**config.mk**
```make
export PLATFORM = sky130hd
export DESIGN_NAME = riv_timer_sched
export DESIGN_NICKNAME = d
export VERILOG_FILES = /design/src/rtl/riv_timer_sched.sv
export SDC_FILE = /design/constraint.sdc
export NUM_CORES = 1
export LEC_CHECK = 0
export CAP_MARGIN = 15
export CORE_ASPECT_RATIO = 0.7
export CORE_MARGIN = 10
export CORE_UTILIZATION = 45
export CTS_BUF_LIST = sky130_fd_sc_hd__clkbuf_4
export CTS_CLUSTER_DIAMETER = 200
export CTS_CLUSTER_SIZE = 8
export DETAILED_ROUTE_END_ITERATION = 8
export GPL_ROUTABILITY_DRIVEN = 0
export PLACE_DENSITY_LB_ADDON = 0.1
export SKIP_CTS_REPAIR_TIMING = 1
export SYNTH_ARGS = -nofsm -noshare
export SYNTH_HDL_FRONTEND = slang
export SYNTH_SLANG_ARGS = --single-unit
```
**constraint.sdc**
```tcl
create_clock -name clk -period 5.6 [get_ports clk]
set_clock_uncertainty 0.05 [all_clocks]
set_input_delay 1.4 -clock clk [delete_from_list [all_inputs] [get_ports clk]]
set_output_delay 1.4 -clock clk [all_outputs]
set_load 0.02 [all_outputs]
```
**src/rtl/riv_timer_sched.sv**
```systemverilog
// Round-robin owner of a single down-counting timer shared by NUM_REQ requesters.
// One grant at a time; the owner gets a one-cycle expire pulse or may cancel early.
module riv_timer_sched #(
  parameter int NUM_REQ = 4,
  parameter int CNT_W   = 16
) (
  input  logic                         clk,
  input  logic                         rst_n,
  input  logic                         tick,
  input  logic [NUM_REQ-1:0]           req_valid,
  input  logic [NUM_REQ*CNT_W-1:0]     req_count,
  output logic [NUM_REQ-1:0]           req_ready,
  input  logic [NUM_REQ-1:0]           cancel,
  output logic [NUM_REQ-1:0]           expire,
  output logic                         busy,
  output logic [$clog2(NUM_REQ)-1:0]   active_id
);

  localparam int ID_W = $clog2(NUM_REQ);

  typedef enum logic [1:0] {IDLE = 2'd0, RUN = 2'd1, EXPIRE = 2'd2} state_t;

  state_t           state, state_nxt;
  logic [CNT_W-1:0] count, count_nxt, acc_count;
  logic [ID_W-1:0]  rr_ptr, gid;
  logic             found, accept, owner_cancel, last_tick;

  function automatic logic [ID_W-1:0] wrap_add(input logic [ID_W-1:0] base, input int off);
    int s;
    s = int'(base) + off;
    if (s >= NUM_REQ) s = s - NUM_REQ;
    return ID_W'(s);
  endfunction

  // Walk downward so the lowest offset from rr_ptr is the one left standing.
  always_comb begin
    found = 1'b0;
    gid   = '0;
    for (int k = NUM_REQ - 1; k >= 0; k--) begin
      if (req_valid[wrap_add(rr_ptr, k)]) begin
        found = 1'b1;
        gid   = wrap_add(rr_ptr, k);
      end
    end
  end

  assign accept       = found && (state == IDLE);
  assign acc_count    = req_count[int'(gid)*CNT_W +: CNT_W];
  assign owner_cancel = cancel[active_id];
  assign last_tick    = tick && (count == CNT_W'(1));

  // Gated by rst_n so no grant is advertised while the block is held in reset.
  always_comb begin
    req_ready = '0;
    if (accept && rst_n) req_ready[gid] = 1'b1;
  end

  always_comb begin
    state_nxt = state;
    count_nxt = count;
    case (state)
      IDLE: begin
        if (accept) begin
          count_nxt = acc_count;
          state_nxt = (acc_count == '0) ? EXPIRE : RUN;
        end
      end
      RUN: begin
        if (owner_cancel) begin
          state_nxt = IDLE;
          count_nxt = '0;
        end else if (last_tick) begin
          state_nxt = EXPIRE;
          count_nxt = '0;
        end else if (tick) begin
          count_nxt = count - CNT_W'(1);
        end
      end
      EXPIRE:  state_nxt = IDLE;
      default: state_nxt = IDLE;
    endcase
  end

  always_ff @(posedge clk or negedge rst_n) begin
    if (!rst_n) begin
      state     <= IDLE;
      count     <= '0;
      rr_ptr    <= '0;
      active_id <= '0;
    end else begin
      state <= state_nxt;
      count <= count_nxt;
      if (accept) begin
        active_id <= gid;
        rr_ptr    <= wrap_add(gid, 1);
      end
    end
  end

  // Pure decode of registered state, so the pulse cannot glitch.
  always_comb begin
    expire = '0;
    if (state == EXPIRE) expire[active_id] = 1'b1;
  end

  assign busy = (state != IDLE);

endmodule

```
==> results by stage, run 1 <==
Cells and area:
- The count of inserted antenna diode cells is 0.
- The final layout net count is 396.
- Counting the fill cells in the layout gives 408.
- The post-route non-filler standard cell count is 371.
- Of the cells placed in the final design, the portion with a size suffix greater than 1 is 0.121.
- The library cell used most frequently in the layout, excluding fill and tap cells, is sky130_fd_sc_hd__clkdlybuf4s50_1.
- The top cell types in the final layout, fill and taps aside, are 85 x sky130_fd_sc_hd__clkdlybuf4s50_1, 33 x sky130_fd_sc_hd__mux2i_1, 22 x sky130_fd_sc_hd__dfrtp_1.
- The area growth from synthesis to layout is 40.7%.

Clocking:
- In this run the clock root is driven by a sky130_fd_sc_hd__clkbuf_4.
- The CTS buffer count is 3.
- The number of H-tree branching levels is 1.
- The TritonCTS clock tree is built.
- The number of clock sinks is 22.
- The clock slew at the register clock pins of the worst setup and hold paths is 140 ps.
- In this run the deepest clock path goes through 2 buffers.
- The insertion delay of the later-clocked pin in the worst-skew pair is 330 ps.

Place:
- After detailed placement, the design holds a cell count of 367.
- In this run the tool buffered the top-level ports with 85 buffer cells.
- Detailed placement finished with a half-perimeter wire length of 5.45 mm.
- At the placement stage, the worst setup path has a slack of 437 ps.

STA:
- The count of final max-slew check failures is 0.
- The final cycle utilization of the critical path is 0.922.
- Based on the critical path, the design can be clocked at up to 0.194 GHz.
- After layout, the worst setup slack is 436 ps.
- For the pin with the worst max-slew slack, the measured transition is 1040 ps.
- The final total negative setup slack is 0 ps.
- Setup repair after global routing left no endpoint under its margin.
- Measured against its own limit, the worst slew margin works out to 0.303.
- The final number of hold-violating endpoints is 0.
- Setup violations remaining at the end of the flow were counted as 0.
- The post-layout minimum cycle time is 5160 ps.

Yosys:
- Yosys attributes the largest share of cell area to sky130_fd_sc_hd__dfrtp_1 25%, sky130_fd_sc_hd__mux2i_1 15%, sky130_fd_sc_hd__mux2_2 8.3%.
- The share of the synthesized area in compound gates (AO/OA/AOI/OAI) is 0.179.
- Of the total synthesized cell area, the portion taken by XOR and XNOR cells is 0.
- After synthesis, the netlist uses 45 different library cells.
- The number of nets in the synthesized netlist is 317.
- In the synthesized netlist the dominant register cell turns out to be sky130_fd_sc_hd__dfrtp_1.
- The synthesized design contains 0 enable-type register cells.
- By area, the combinational part of the netlist is dominated by multiplexers.
- The mux contribution to synthesized area is 0.246.
- The share of synthesized area in the top cell type comes to 0.254.
- The post-synthesis instance area is 2160 um^2.
- Of the total synthesized cell area, the portion taken by full adders, half adders and majority gates is 0.0347.
- Of the total synthesized cell area, the portion taken by AND, OR, NAND and NOR gates is 0.204.
- After synthesis, the mean cell area works out to 9.17 um^2.
- For this run, the number of Yosys warnings is 0.
- The synthesized instance count is 236.
- The post-synthesis async set-or-reset flop share is 1.00.
- The post-synthesis sequential area ratio is 0.254.
- Synthesis inferred 22 register bits.
- The cell type contributing the most total cell area after synthesis is sky130_fd_sc_hd__dfrtp_1.

Global route:
- The largest net degree at the start of global routing is 33.
- The total routing resource utilization after global routing is 0.161.
- The first-pass GRT wire length is 10.5 mm.
- The number of antenna violations at the first check in global routing came to 0.
- The number of global-route vias before repair is 2023.
- The global route total overflow is 0.

Run:
- The total of max-cap violations is 0.

Routing:
- Using the TritonRoute via totals, the vias-per-cell ratio works out to 5.71.
- Summing over every cut layer, the via total after detailed routing is 2119.
- The DRC violation count after routing is 0.
- The count of nets left with antenna violations once routing finished came out at 0.
- For this run, the detailed router's first-pass iteration total came to 4.
- The final wirelength is 6.55 mm.
- The per-cell routed wire length is 17.7 um.
- The detailed router finished its first iteration with 81 violations.

Die:
- In this run the vertical extent of the chip is 78.0 um.
- The initial utilization of the core area, before any placement, comes to 0.460.
- The floorplan step set the die width to 103 um.
- The area of the die is 8020 um^2.
- The placeable core area is 4700 um^2.
- After floorplanning, the core was divided into 21 placement rows.
- In this run the count of I/O pins placed on the die edge is 86.

Setup path:
- Traced cell by cell, the critical path runs through clkdlybuf4s50_1 -> a21oi_1 -> o21ai_0 -> o2bb2a_1 -> clkinv_4 -> ha_1 -> and3_1 -> clkdlybuf4s50_1.
- The required time of the critical path is 4150 ps.
- The critical-path cell with the highest stage delay is sky130_fd_sc_hd__clkdlybuf4s50_1.
- Among the stages of the critical path, the cell type that occurs most often is sky130_fd_sc_hd__clkdlybuf4s50_1.
- Across all register-to-register paths, the minimum setup slack is 2710 ps.
- STA classifies the critical path startpoint as an input pin.
- Data arrives at the worst endpoint at 3710 ps.
- The worst setup path is captured at an output pin.
- In this run the worst path has a maximum fanout of 19.
- The largest incremental delay on the critical path is 530 ps.
- The startpoint-to-endpoint class of the critical path is in2out.

Power:
- Summing internal, switching and leakage power gives 0.00123 W.
- The ratio of total power to cell area is 405 nW/um^2.
- VDD sags by at most 0.227 mV.
- The leakage power of the design is 1.30 nW.

Status:
- The run finished with clean final reports.

Worst hold path:
- The worst hold-check path type is reg2reg.
## sequential cells by signal (all words and copies together), names as in the netlist
signal / count
rr_ptr: 2
active_id: 2
count: 16
state: 2
## per-layer routing
layer / up-vias / global-route usage / part of all wire
met5: - / 0 / 0
met4: 0 / 0.0277 / 0.0047
met3: 4 / 0.0516 / 0.093
met2: 84 / 0.253 / 0.44
met1: 984 / 0.213 / 0.46
li1: 1047 / - / -
## final cells by class
class	count	area (um^2)	area share
inverters	10	42.5	0.0140
clock inverters	1	30.0	0.00986
clock buffers	3	22.5	0.00740
flip-flops and latches	22	551	0.181
repair buffers	88	873	0.287
well taps	57	71.3	0.0234
multi-input cells	190	1450	0.478
## metrics by stage
| stage | instance area (um^2) | util | hold slack (ps) |
|---|---|---|---|
| after global placement | 2990 | 0.636 | 423 |
| after floorplan | 2160 | - | 399 |
| after detailed placement | 2990 | 0.636 | 425 |
| after global routing | 3040 | 0.647 | 501 |
| after CTS | 3040 | 0.647 | 456 |
| final | 3040 | 0.647 | 454 |
## path summary, 6_finish.rpt
check                                           start                     to  cells after the start
worst min-delay path            count[11]$_DFFE_PN0P_  count[11]$_DFFE_PN0P_                      2
worst min register to register  count[11]$_DFFE_PN0P_  count[11]$_DFFE_PN0P_                      2
worst max-delay path                     req_valid[0]           req_ready[0]                      8
max in group asynchronous                       rst_n   count[3]$_DFFE_PN0P_                      2
worst max register to register  rr_ptr[1]$_DFFE_PN0P_   state[0]$_DFFE_PN0P_                      9
min in group asynchronous                       rst_n  count[14]$_DFFE_PN0P_                      2
## Yosys cell counts (all sizes together) (6+ instances only)
library cell / count
dfrtp: 22
nor3: 9
a21oi: 9
a22o: 9
nand2: 16
ha: 6
inv: 9
nor2: 19
buf: 9
mux2: 16
mux2i: 33
o21ai: 28
## power breakdown
part | internal [W] | switching [W]
Combinational | 0.000368 | 0.000423
Sequential | 0.000229 | 0.0000857
Clock | 0.0000725 | 0.0000548
Total | 0.000669 | 0.000564
## worst max-delay path, delay by kind of cell
kind / cells / cell delay [ps]
buffers and inverters: 3 / 1260
AOI/OAI and AO/OA: 3 / 650
adders and majority gates: 1 / 240
and+or+nand+nor: 1 / 150
## kinds of logic (layout without fill, tap and decap cells)
logic type      count (synthesis)  after routing
buf+inv                        24            102
simple gates                   73             73
compound gates                 61             61
flops                          22             22
mux                            50             50
fa+ha+maj                       6              6
No activity file was read; power rests on OpenSTA's default activity.
==> run 2, diff against run 1 <==
--- a/config.mk
+++ b/config.mk
@@ -19,3 +19,4 @@
 export SYNTH_ARGS = -nofsm -noshare
 export SYNTH_HDL_FRONTEND = slang
 export SYNTH_SLANG_ARGS = --single-unit
+export TNS_END_PERCENT = 100
==> results of run 2 <==
Same layout as run 1: the final DEF is identical, and so are final timing and power.
==> run 3, diff against run 2 <==
--- a/config.mk
+++ b/config.mk
@@ -16,6 +16,7 @@
 export GPL_ROUTABILITY_DRIVEN = 0
 export PLACE_DENSITY_LB_ADDON = 0.1
 export SKIP_CTS_REPAIR_TIMING = 1
+export SLEW_MARGIN = 25
 export SYNTH_ARGS = -nofsm -noshare
 export SYNTH_HDL_FRONTEND = slang
 export SYNTH_SLANG_ARGS = --single-unit
==> run 3 against run 2 <==
- flip-flop and latch count stayed put
- total power hardly changed
- core utilization is 0.053 points higher
- largest power group unchanged
==> results by stage, run 3 (synthesis gave the netlist of run 1 again) <==
Global route:
- The largest net degree at the start of global routing is 33 (unchanged).
- The met2 track demand over resource in global routing is 0.253 (unchanged).
- The number of antenna violations at the first check in global routing is 0 (unchanged).
- The global route total overflow is 0 (unchanged).
- The met3 layer usage reported by global route is 0.0516 (unchanged).
- The first-pass GRT wire length is 10.5 mm (unchanged).
- The total routing resource utilization after global routing is 0.161 (unchanged).
- The number of global-route vias before repair came to 2023 (unchanged).
- The most used routing layer in global routing is met2.
- The met1 global-route usage came to 0.213 (unchanged).

Setup path:
- The worst path arrival time was 3710 ps (about the same).
- The worst setup path is launched from an input pin.
- The maximum fanout encountered on the critical timing path was 19 (unchanged).
- The required time of the critical path was 4150 ps (about the same).
- Traced cell by cell, the critical path runs through clkdlybuf4s50_1 -> a21oi_1 -> o21ai_0 -> o2bb2a_1 -> clkinv_4 -> ha_1 -> and3_1 -> clkdlybuf4s50_1.
- The critical-path cell with the highest stage delay is sky130_fd_sc_hd__clkdlybuf4s50_1.
- The critical path is of the in2out type.
- STA classifies the critical path endpoint as an output pin.
- The largest incremental delay on the critical path is 530 ps (about the same).
- The dominant cell type by count on the critical path is sky130_fd_sc_hd__clkdlybuf4s50_1.

Place:
- The half-perimeter wire length after detailed placement is 5.45 mm (unchanged).
- The worst setup timing slack at the placement stage is 437 ps (unchanged).
- The number of I/O port buffers is 85 (unchanged).

Routing:
- The final wirelength is 6.58 mm (+0.40%).
- The per-cell routed wire length is 17.7 um (+0.40%).
- The remaining antenna violation count is 0 (unchanged).
- The detail-routed via count per cell is 5.74 (+0.42%).
- The length of the first detailed-routing pass in iterations is 4 (unchanged).
- The total number of vias came to 2128 (+0.42%).
- The DRC violation count after routing is 0 (unchanged).
- The number of design-rule violations left by the first detailed-router iteration is 92 (+14%).

STA:
- The final number of hold-violating endpoints came to 0 (unchanged).
- The post-layout minimum cycle time is 5160 ps (-2.95 ps).
- The final count of negative-setup-slack endpoints is 0 (unchanged).
- The headroom to the max-slew limit is 0.472 (+0.168).
- The final cycle utilization of the critical path came to 0.922 (about the same).
- The achievable clock frequency is 0.194 GHz (about the same).
- The count of final max-slew check failures was 0 (unchanged).
- The final total negative setup slack is 0 ps (unchanged).
- The final hold slack came to 455 ps (+1.03 ps).
- Setup repair after global routing left no endpoint under its margin.
- The transition time of the tightest slew-check pin is 786 ps (-256 ps).
- The post-layout worst setup margin came to 438 ps (+2.95 ps).

Die:
- The area of the die is 8020 um^2 (unchanged).
- The die height came to 78.0 um (unchanged).
- The number of top-level pins was 86 (unchanged).
- The placeable core area is 4700 um^2 (unchanged).
- The die outline width is 103 um (unchanged).
- The total number of placement rows is 21 (unchanged).
- The initial core utilization is 0.460 (unchanged).

Clocking:
- The number of H-tree branching levels is 1 (unchanged).
- The number of clock sinks was 22 (unchanged).
- The cell at the root of the clock tree is sky130_fd_sc_hd__clkbuf_4.
- The clock slew at the register clock pins of the worst setup and hold paths was 140 ps (about the same).
- The insertion delay of the later-clocked pin in the worst-skew pair is 330 ps (about the same).
- The TritonCTS clock tree is built.
- The CTS buffer count is 3 (unchanged).
- The maximum buffer depth of the clock tree was 2 (unchanged).

Cells and area:
- The count of inserted antenna diode cells is 0 (unchanged).
- The final core utilization came to 0.648 (about the same).
- The most frequent standard cell in the layout excluding fill and tap cells is sky130_fd_sc_hd__clkdlybuf4s50_1.
- The top cell types in the final layout, fill and taps aside, are 85 x sky130_fd_sc_hd__clkdlybuf4s50_1, 33 x sky130_fd_sc_hd__mux2i_1, 22 x sky130_fd_sc_hd__dfrtp_1.
- The final layout net count is 396 (unchanged).
- The proportion of layout cells with a drive suffix above 1 is 0.124 (+0.00318).
- The signed area change from the synthesized netlist to the final layout is 40.8% (about the same).
- The register with the highest flop count is count.
- The number of flip-flops under the largest register name was 16 (unchanged).

Status:
- The run finished with clean final reports.

Run:
- The total of max-cap violations is 0 (unchanged).

Power:
- The ratio of total power to cell area came to 405 nW/um^2 (about the same).
- The total power consumption of the routed design is 0.00123 W (about the same).
- The worst supply voltage drop on vdd is 0.227 mV (about the same).
- The leakage power of the design came to 1.30 nW (+0.10%).

Worst hold path:
- The tightest min-delay check is of the reg2reg type.
[run 3: cell types whose count changed in the layout (fill, tap and decap cells not counted)]
cell | before | now
sky130_fd_sc_hd__nor2b_1 | 1 | 0
sky130_fd_sc_hd__nor2b_2 | 0 | 1
[run 3: final timing paths]
kind	startpoint	to	slack [ps]	cells past startpoint
worst max-delay path	req_valid[0]	req_ready[0]	440	8
worst min-delay path	count[11]$_DFFE_PN0P_	count[11]$_DFFE_PN0P_	460	2
worst max register to register	rr_ptr[1]$_DFFE_PN0P_	state[0]$_DFFE_PN0P_	2700	9
worst min register to register	count[11]$_DFFE_PN0P_	count[11]$_DFFE_PN0P_	460	2
max in group asynchronous	rst_n	count[3]$_DFFE_PN0P_	3740	2
min in group asynchronous	rst_n	count[14]$_DFFE_PN0P_	1510	2
[run 3: through the flow]
step | instance area (um^2) | std cells
2_1_floorplan | 2160 | 236
3_3_place_gp | 2990 | 367
3_5_place_dp | 2990 | 367
4_1_cts | 3040 | 371
5_1_grt | 3050 | 371
6_report | 3050 | 371
[run 3: where the power goes]
part / internal (W) / total, W / switching (W)
logic: 0.000368 / 0.000791 / 0.000422
clock network: 0.0000725 / 0.000127 / 0.0000546
registers: 0.000229 / 0.000315 / 0.0000862
[run 3: metal layers]
metal / wire [um] / share of wire
met2: 2920 / 0.44
met1: 2940 / 0.45
met4: 31 / 0.0047
met3: 681 / 0.10
met5: 0 / 0
[run 3: area by class of cell]
type / count / area (um^2)
Inverter: 10 / 42.5
Timing Repair Buffer: 88 / 873
Multi-Input combinational cell: 190 / 1460
Sequential cell: 22 / 551
Clock buffer: 3 / 22.5
Fill cell: 407 / 1660
Tap cell: 57 / 71.3
Clock inverter: 1 / 30.0
[run 3: worst max-delay path, delay by kind of cell]
family                     cells  cell delay (ps)
buffers and inverters          3             1250
adders and majority gates      1              240
and+or+nand+nor                1              150
AOI/OAI and AO/OA              3              650
